**config.mk**
```make
export PLATFORM = sky130hd
export DESIGN_NAME = mem_arbiter
export DESIGN_NICKNAME = d
export VERILOG_FILES = /design/src/rtl/mem_arb_pkg.sv /design/src/rtl/mem_arb_rr2.sv /design/src/rtl/mem_arbiter.sv
export SDC_FILE = /design/constraint.sdc
export NUM_CORES = 1
export LEC_CHECK = 0
export ABC_AREA = 1
export CORE_AREA = 2 2 122 124
export CTS_CLUSTER_SIZE = 10
export DETAILED_ROUTE_END_ITERATION = 10
export DIE_AREA = 0 0 124 126
export PLACE_DENSITY = 0.62
export SLEW_MARGIN = 40
export SYNTH_ARGS = -nofsm -noshare
export SYNTH_HDL_FRONTEND = slang
export SYNTH_SLANG_ARGS = --single-unit
```
**constraint.sdc**
```tcl
create_clock -name clk -period 1 [get_ports clk]
set_clock_uncertainty 0.15 [all_clocks]
set_input_delay 0.1 -clock clk [delete_from_list [all_inputs] [get_ports clk]]
set_output_delay 0.1 -clock clk [all_outputs]
set_load 0.05 [all_outputs]
```
**src/rtl/mem_arb_pkg.sv**
```systemverilog
// -----------------------------------------------------------------------------
// mem_arb_pkg
// Shared types and constants for the two-master memory arbiter.
//   mem_arb_state_t    : arbiter sequencer states (IDLE, BUSY)
//   MEM_ARB_ABORT_DATA : read data returned to a master on a timeout abort
//   mem_req_t          : one master's request bundle, used for mux selection
// -----------------------------------------------------------------------------
package mem_arb_pkg;

  typedef enum logic {
    IDLE = 1'b0,
    BUSY = 1'b1
  } mem_arb_state_t;

  localparam logic [31:0] MEM_ARB_ABORT_DATA = 32'hDEAD_BEEF;

  typedef struct packed {
    logic        valid;
    logic        instr;
    logic [31:0] addr;
    logic [31:0] wdata;
    logic [3:0]  wstrb;
  } mem_req_t;

endpackage

```
**src/rtl/mem_arb_rr2.sv**
```systemverilog
// -----------------------------------------------------------------------------
// mem_arb_rr2
// Two-input round-robin picker. Remembers which master completed last and,
// on a tie, picks the other one. After reset master 0 wins the first tie.
// Ports:
//   clk, reset : clock, asynchronous active-high reset
//   req[1:0]   : request vector (bit X = master X valid)
//   update     : strobe, records upd_idx as the last served master
//   upd_idx    : index of the master whose transaction just finished
//   winner     : index of the master to grant (meaningful only if req != 0)
// -----------------------------------------------------------------------------
module mem_arb_rr2 (
  input  logic       clk,
  input  logic       reset,
  input  logic [1:0] req,
  input  logic       update,
  input  logic       upd_idx,
  output logic       winner
);

  logic last_grant;

  // NOTE: state registers use non-blocking assignments so every flop samples
  // the pre-edge values, independent of always-block evaluation order.
  always_ff @(posedge clk or posedge reset) begin
    if (reset) begin
      last_grant <= 1'b1;
    end else if (update) begin
      last_grant <= upd_idx;
    end
  end

  // NOTE: the output gets a default before any branch so no path leaves it
  // unassigned, which would otherwise infer a latch.
  always_comb begin
    winner = 1'b0;
    if (req == 2'b11) begin
      winner = ~last_grant;
    end else begin
      winner = req[1];
    end
  end

endmodule

```
**src/rtl/mem_arbiter.sv**
```systemverilog
// -----------------------------------------------------------------------------
// mem_arbiter
// Grant-locked round-robin arbiter sharing one PicoRV32-native memory slave
// between the CPU (master 0) and the loader/debug port (master 1).
// A request seen in IDLE is granted at the clock edge; the granted master's
// request is then muxed straight to the slave until s_ready, after which the
// arbiter spends one cycle in IDLE before the next grant.
//
// Ports:
//   clk, reset           : clock, asynchronous active-high reset
//   m0_* / m1_*          : master request (valid, instr, addr, wdata, wstrb)
//                          and response (ready pulse, rdata)
//   s_*                  : slave request out, s_ready / s_rdata in
//   grant                : owner of the current or last transaction
//   busy                 : high while a transaction is in flight
//   timeout_err          : sticky timeout abort flag
//
// Build option: define MEM_ARB_TIMEOUT_EN to abort a transaction whose slave
// has not answered within TIMEOUT_CYCLES busy cycles. Without it the arbiter
// waits indefinitely and timeout_err is tied low.
// -----------------------------------------------------------------------------
module mem_arbiter
  import mem_arb_pkg::*;
#(
  parameter int unsigned TIMEOUT_CYCLES = 64
) (
  input  logic        clk,
  input  logic        reset,
  input  logic        m0_valid,
  input  logic        m0_instr,
  input  logic [31:0] m0_addr,
  input  logic [31:0] m0_wdata,
  input  logic [3:0]  m0_wstrb,
  output logic        m0_ready,
  output logic [31:0] m0_rdata,
  input  logic        m1_valid,
  input  logic        m1_instr,
  input  logic [31:0] m1_addr,
  input  logic [31:0] m1_wdata,
  input  logic [3:0]  m1_wstrb,
  output logic        m1_ready,
  output logic [31:0] m1_rdata,
  output logic        s_valid,
  output logic        s_instr,
  output logic [31:0] s_addr,
  output logic [31:0] s_wdata,
  output logic [3:0]  s_wstrb,
  input  logic        s_ready,
  input  logic [31:0] s_rdata,
  output logic        grant,
  output logic        busy,
  output logic        timeout_err
);

  if (TIMEOUT_CYCLES < 2) begin : g_bad_timeout
    $error("mem_arbiter: TIMEOUT_CYCLES must be at least 2");
  end

  mem_arb_state_t state;
  mem_req_t       req0, req1, sel;
  logic           winner;
  logic           abort;
  logic           done;

  assign req0 = {m0_valid, m0_instr, m0_addr, m0_wdata, m0_wstrb};
  assign req1 = {m1_valid, m1_instr, m1_addr, m1_wdata, m1_wstrb};
  assign sel  = grant ? req1 : req0;

  assign busy = (state == BUSY);
  // A transaction ends on the slave's ready or, when enabled, on a timeout.
  assign done = busy & (s_ready | abort);

  mem_arb_rr2 u_rr2 (
    .clk     (clk),
    .reset   (reset),
    .req     ({m1_valid, m0_valid}),
    .update  (done),
    .upd_idx (grant),
    .winner  (winner)
  );

  always_ff @(posedge clk or posedge reset) begin
    if (reset) begin
      state <= IDLE;
      grant <= 1'b0;
    end else begin
      case (state)
        IDLE: begin
          if (m0_valid | m1_valid) begin
            state <= BUSY;
            grant <= winner;
          end
        end
        BUSY: begin
          if (done) begin
            state <= IDLE;
          end
        end
      endcase
    end
  end

  // Slave side: the granted request passes through while busy; everything is
  // held at zero in IDLE so the slave never sees stale address/data.
  assign s_valid = busy & sel.valid & ~abort;
  assign s_instr = busy & sel.instr;
  assign s_addr  = busy ? sel.addr  : 32'h0;
  assign s_wdata = busy ? sel.wdata : 32'h0;
  assign s_wstrb = busy ? sel.wstrb : 4'h0;

  // Master side: only the granted master ever sees ready.
  assign m0_ready = done & ~grant;
  assign m1_ready = done & grant;
  assign m0_rdata = abort ? MEM_ARB_ABORT_DATA : s_rdata;
  assign m1_rdata = abort ? MEM_ARB_ABORT_DATA : s_rdata;

`ifdef MEM_ARB_TIMEOUT_EN
  logic [15:0] busy_cnt;
  logic        timeout_q;

  // Counts busy cycles of the current transaction; zero in the first one.
  always_ff @(posedge clk or posedge reset) begin
    if (reset) begin
      busy_cnt <= 16'h0;
    end else if (!busy) begin
      busy_cnt <= 16'h0;
    end else begin
      busy_cnt <= busy_cnt + 16'h1;
    end
  end

  // A slave ready in the last allowed cycle still completes normally.
  assign abort = busy & ~s_ready & (busy_cnt == 16'(TIMEOUT_CYCLES - 1));

  always_ff @(posedge clk or posedge reset) begin
    if (reset) begin
      timeout_q <= 1'b0;
    end else if (abort) begin
      timeout_q <= 1'b1;
    end
  end

  assign timeout_err = timeout_q;
`else
  assign abort       = 1'b0;
  assign timeout_err = 1'b0;
`endif

endmodule
```
# Word-level counts from Yosys, hierarchy flattened
# Cells that the tools add are included.
# totals
in_bits	175
output_inout_bits	139
wordCells	22
regBits	3
# classes
muxes	8
n_reduce_logical	1
n_eq_ne	1
bitwise_logic	9
# ops
cell	count
two-way mux 70 bit	1
two-way mux 32 bit	2
bitwise AND 1 bit	5
two-way mux 4 bit	1
two-way mux 1 bit	3
inverter 1 bit	3
equality test 2 bit (second input constant)	1
one-hot mux 1 bit (2 select lines)	1
AND reduction 2 bit	1
bitwise OR 1 bit	1

# Longest topological paths before layout
# logic_depth
word_depth	3
depth_mapped	5
ltp_nobuf	4

# Cells and area by module
# A second synthesis with hierarchy kept.
# unflattened
hier_cells	324
hier_area_um2	1722.9
# modules_own_cells
mod	seq_area_each_um2	cells_per_inst	instances	area_per_inst_um2
mem_arbiter	50.0	316	1	1665.3
mem_arb_rr2	26.3	8	1	57.6

# Worst setup path after synthesis
# No wires, ideal clock.
# synth_timing
path_type	reg-to-output
start	register state (netlist: busy)
end	output s_wdata[24]
t_arrival_ns	1.755
n_path_buf	2
slack_ns	-1.005
path_stages_with_launch	5
t_required_ns	0.750
cell_sequence	dfrtp_1 buf_2 buf_2 o21ai_0 nor2_1
# synth_between
elab_chain_cells	1
# synth_lines
item	line_no	text
start: declaration	mem_arbiter.sv:59	mem_arb_state_t state;
start signal: assignment	mem_arbiter.sv:84	state <= IDLE;
start signal: assignment	mem_arbiter.sv:90	state <= BUSY;
start signal: assignment	mem_arbiter.sv:96	state <= IDLE;
two-way mux 32 bit	mem_arbiter.sv:108	assign s_wdata = busy ? sel.wdata : 32'h0;
end: declaration	mem_arbiter.sv:46	output logic [31:0] s_wdata,
# No other way between the ends.

# Worst setup path in the final report
# layout_timing
start	register grant
end	output s_addr[8]
# layout_between
elab_chain_cells	2
# layout_lines
item	line_no	text
start: declaration	mem_arbiter.sv:50	output logic grant,
start signal: assignment	mem_arbiter.sv:91	grant <= winner;
two-way mux 70 bit	mem_arbiter.sv:67	assign sel = grant ? req1 : req0;
two-way mux 32 bit	mem_arbiter.sv:107	assign s_addr = busy ? sel.addr : 32'h0;
end: declaration	mem_arbiter.sv:45	output logic [31:0] s_addr,
# No other way between the ends.

==> impl_metrics.json <==
{
  "critPathMaxStageDelay_ps": 430,
  "syn_nets": 492,
  "drtAntennaViolNets": 0,
  "use_met1_pct": 11.6,
  "netlist_top_cells_area": "nor2_1, buf_4, o21ai_0, buf_6, o21ai_1",
  "via_per_inst": 3.96,
  "grt_max_degree": 40,
  "h-tree-depth": 1,
  "grt_pass1_wl_um": 14100,
  "synth_top_area_share_pct": 28.3,
  "placed_cells": 683,
  "num_rows": 44,
  "dp_hpwl_um": 7100,
  "r2r-end": "u_rr2.last_grant",
  "regArea_um2": 78.8,
  "synthDistinctLibCells": 16,
  "grt_use_met3_pct": 1.95,
  "synth_area_um2": 1750,
  "synthCells": 317,
  "use_met2_pct": 22.7,
  "busiest_layer": "met2",
  "nFillCells": 1429,
  "synth_area_per_cell_um2": 5.53,
  "ys_top_cells_by_count": "nor2_1, buf_4, o21ai_0",
  "cp_num_buf_inv": 3,
  "hold_violations": 0,
  "layout_setup_ws_ps": -699,
  "grt_overflow": 0,
  "die_h_um": 126,
  "critPathTopFamily": "buffers and inverters",
  "die_area_um2": 15600,
  "fp.coreArea_um2": 14300,
  "cp-start-kind": "flip-flop",
  "end_kind": "primary output",
  "r2r_cells": 5,
  "final-instance-count-excl-fill": 700,
  "synth_top_cell_by_area": "nor2_1",
  "area_delta_synth_final_pct": 211,
  "vdd_drop_max_uv": 1610,
  "gp_congestion": 0.745,
  "drt_wl_total_um": 10700,
  "min_path_cells": 0,
  "power_mw": 16.6,
  "synth-edff-count": 0,
  "r2r_slack_ps": -310,
  "drc": 0,
  "io_pins": 314,
  "multiInputGateArea_um2": 1970,
  "drive_gt1_share_pct": 61.6,
  "start_util_pct": 12.2,
  "outcome": "finished, violations left",
  "cp_slowest_cell": "dfrtp_2",
  "worstPathRequired_ps": 750,
  "cp_max_fo": 9,
  "track_usage_pct": 11.4,
  "worstSkewPairLatency_ps": 220,
  "fin_crit_sh_pct": 170,
  "path_class": "flip-flop to primary output",
  "crit_chain": "buf_12 > buf_6 > o21ai_2 > nor2_4 > buf_4",
  "min_to": "m0_rdata[19]",
  "final_util_pct": 38.1,
  "ys.flop_type": "dfrtp_1",
  "synth_most_common_cell": "nor2_1",
  "cts-root-buf": "clkbuf_16",
  "r2r_start": "grant",
  "final_nets": 692,
  "cts_sinks": 3,
  "yosys_warnings": 0,
  "drt_first_pass_iters": 4,
  "p_leak_nw": 2.06,
  "first_iter_violations": 52,
  "diodes": 0,
  "yosysSeqAreaShare_pct": 4.35,
  "final_max_slew_viol_count": 0,
  "ys_ff_latch": 3,
  "ctsLongestPathBuffers": 2,
  "min_path_type": "input pin to primary output",
  "setup_violations": 77,
  "clk_pin_slew_ps": 30,
  "period_needed_ps": 1700,
  "grt_pass1_vias": 2895,
  "pwr_density_cell_nw_per_um2": 3040,
  "rsz0062_at_grt": "true",
  "max_cap_violations": 0,
  "synthArstFlopShare_pct": 100,
  "failed_checks": "negative setup slack",
  "wl_per_cell_um": 15.2,
  "die_w_um": 124,
  "arrival_ps": 1450,
  "tritoncts": "done",
  "max_freq_ghz": 0.588,
  "place.port_buffers": 216,
  "cts_buffers": 3,
  "hp-start": "s_rdata[19]",
  "vias": 2775,
  "antenna_found_initial": 0
}
[worst reg2reg max path, cell delays in order, from the launching register on]
cell and delay [ps]:
dfrtp_2 400, buf_12 170, inv_8 80, clkbuf_16 170, buf_4 150, o21ai_2 120
[through the flow]
step	area [µm²]	worst slack, ps	setup TNS (ps)	hold slack [ps]
final	5450	-699	-47190	50.0
after global placement	4340	-513	-34940	50.5
after global routing	5450	-729	-50770	50.1
after CTS	5030	-698	-49230	50.5
after floorplan	2310	-502	-36050	-297
after detailed placement	4340	-541	-36960	50.5
[area by class of cell]
class,instances,area share (%)
tap,184,4.22
timing repair inverter,1,0.206
clock buffer,4,1.45
multi-input combinational,223,36.1
inverter,3,0.826
timing repair buffer,282,55.8
sequential,3,1.45
[cells by family (layout without fill, tap and decap cells)]
group / count (synthesis) / in the layout / synth area share (%)
buffers and inverters: 91 / 290 / 41.0
AO/OA/AOI/OAI: 72 / 72 / 20.7
AND/OR/NAND/NOR: 150 / 150 / 33.7
other: 1 / 1 / 0.214
flip-flops: 3 / 3 / 4.35
[metal layers]
metal,vias to the layer above,part of all wire [%]
met1,1275,34
met5,-,0
met3,30,6.9
li1,1334,-
met4,0,2.1
met2,136,57
[state kept, by name, summed over array words and instances, names as in the netlist]
name              flops
u_rr2.last_grant      1
grant                 1
busy                  1
[worst max path at each step]
stage	from	to	slack, ps	depth (start not counted)
floorplan	grant	s_wdata[26]	-500	4
global placement	grant	s_addr[22]	-510	5
detailed placement	grant	s_wdata[4]	-540	6
CTS	grant	s_addr[19]	-700	6
finish	grant	s_addr[8]	-700	5
global route	grant	s_addr[2]	-730	6
[placed cells by master (no fill, tap or decap)]
master / n
clkdlybuf4s50_1: 142
nor2_4: 104
buf_6: 59
buf_4: 52
nor2_2: 37
o21ai_1: 30
o21ai_2: 18
o21ai_0: 17
buf_8: 12
buf_12: 8
o21ai_4: 6
buf_16: 6
clkbuf_16: 5
nand2_4: 3
nand2_1: 3
inv_8: 2
dfrtp_2: 2
clkinv_16: 1
nand3_2: 1
nand3_1: 1
nor2_1: 1
o211ai_1: 1
inv_2: 1
conb_1: 1
clkbuf_1: 1
dlygate4sd3_1: 1
dfstp_2: 1
[power breakdown]
group	total [mW]	switching (mW)	internal [mW]
Combinational	15.7	9.21	6.47
Sequential	0.251	0.0612	0.189
Clock	0.630	0.105	0.526
[timing repair]
action / 4_1_cts / 5_1_grt
buffers inserted: 5 / 0
gates resized for setup: 143 / 104
hold buffers: 1 / 0
hold endpoints to repair: 2 / 0
endpoints found under the setup margin: 77 / 78
cloned: 4 / 3
pin swaps: 2 / 0
No activity file was read; power rests on OpenSTA's default activity.
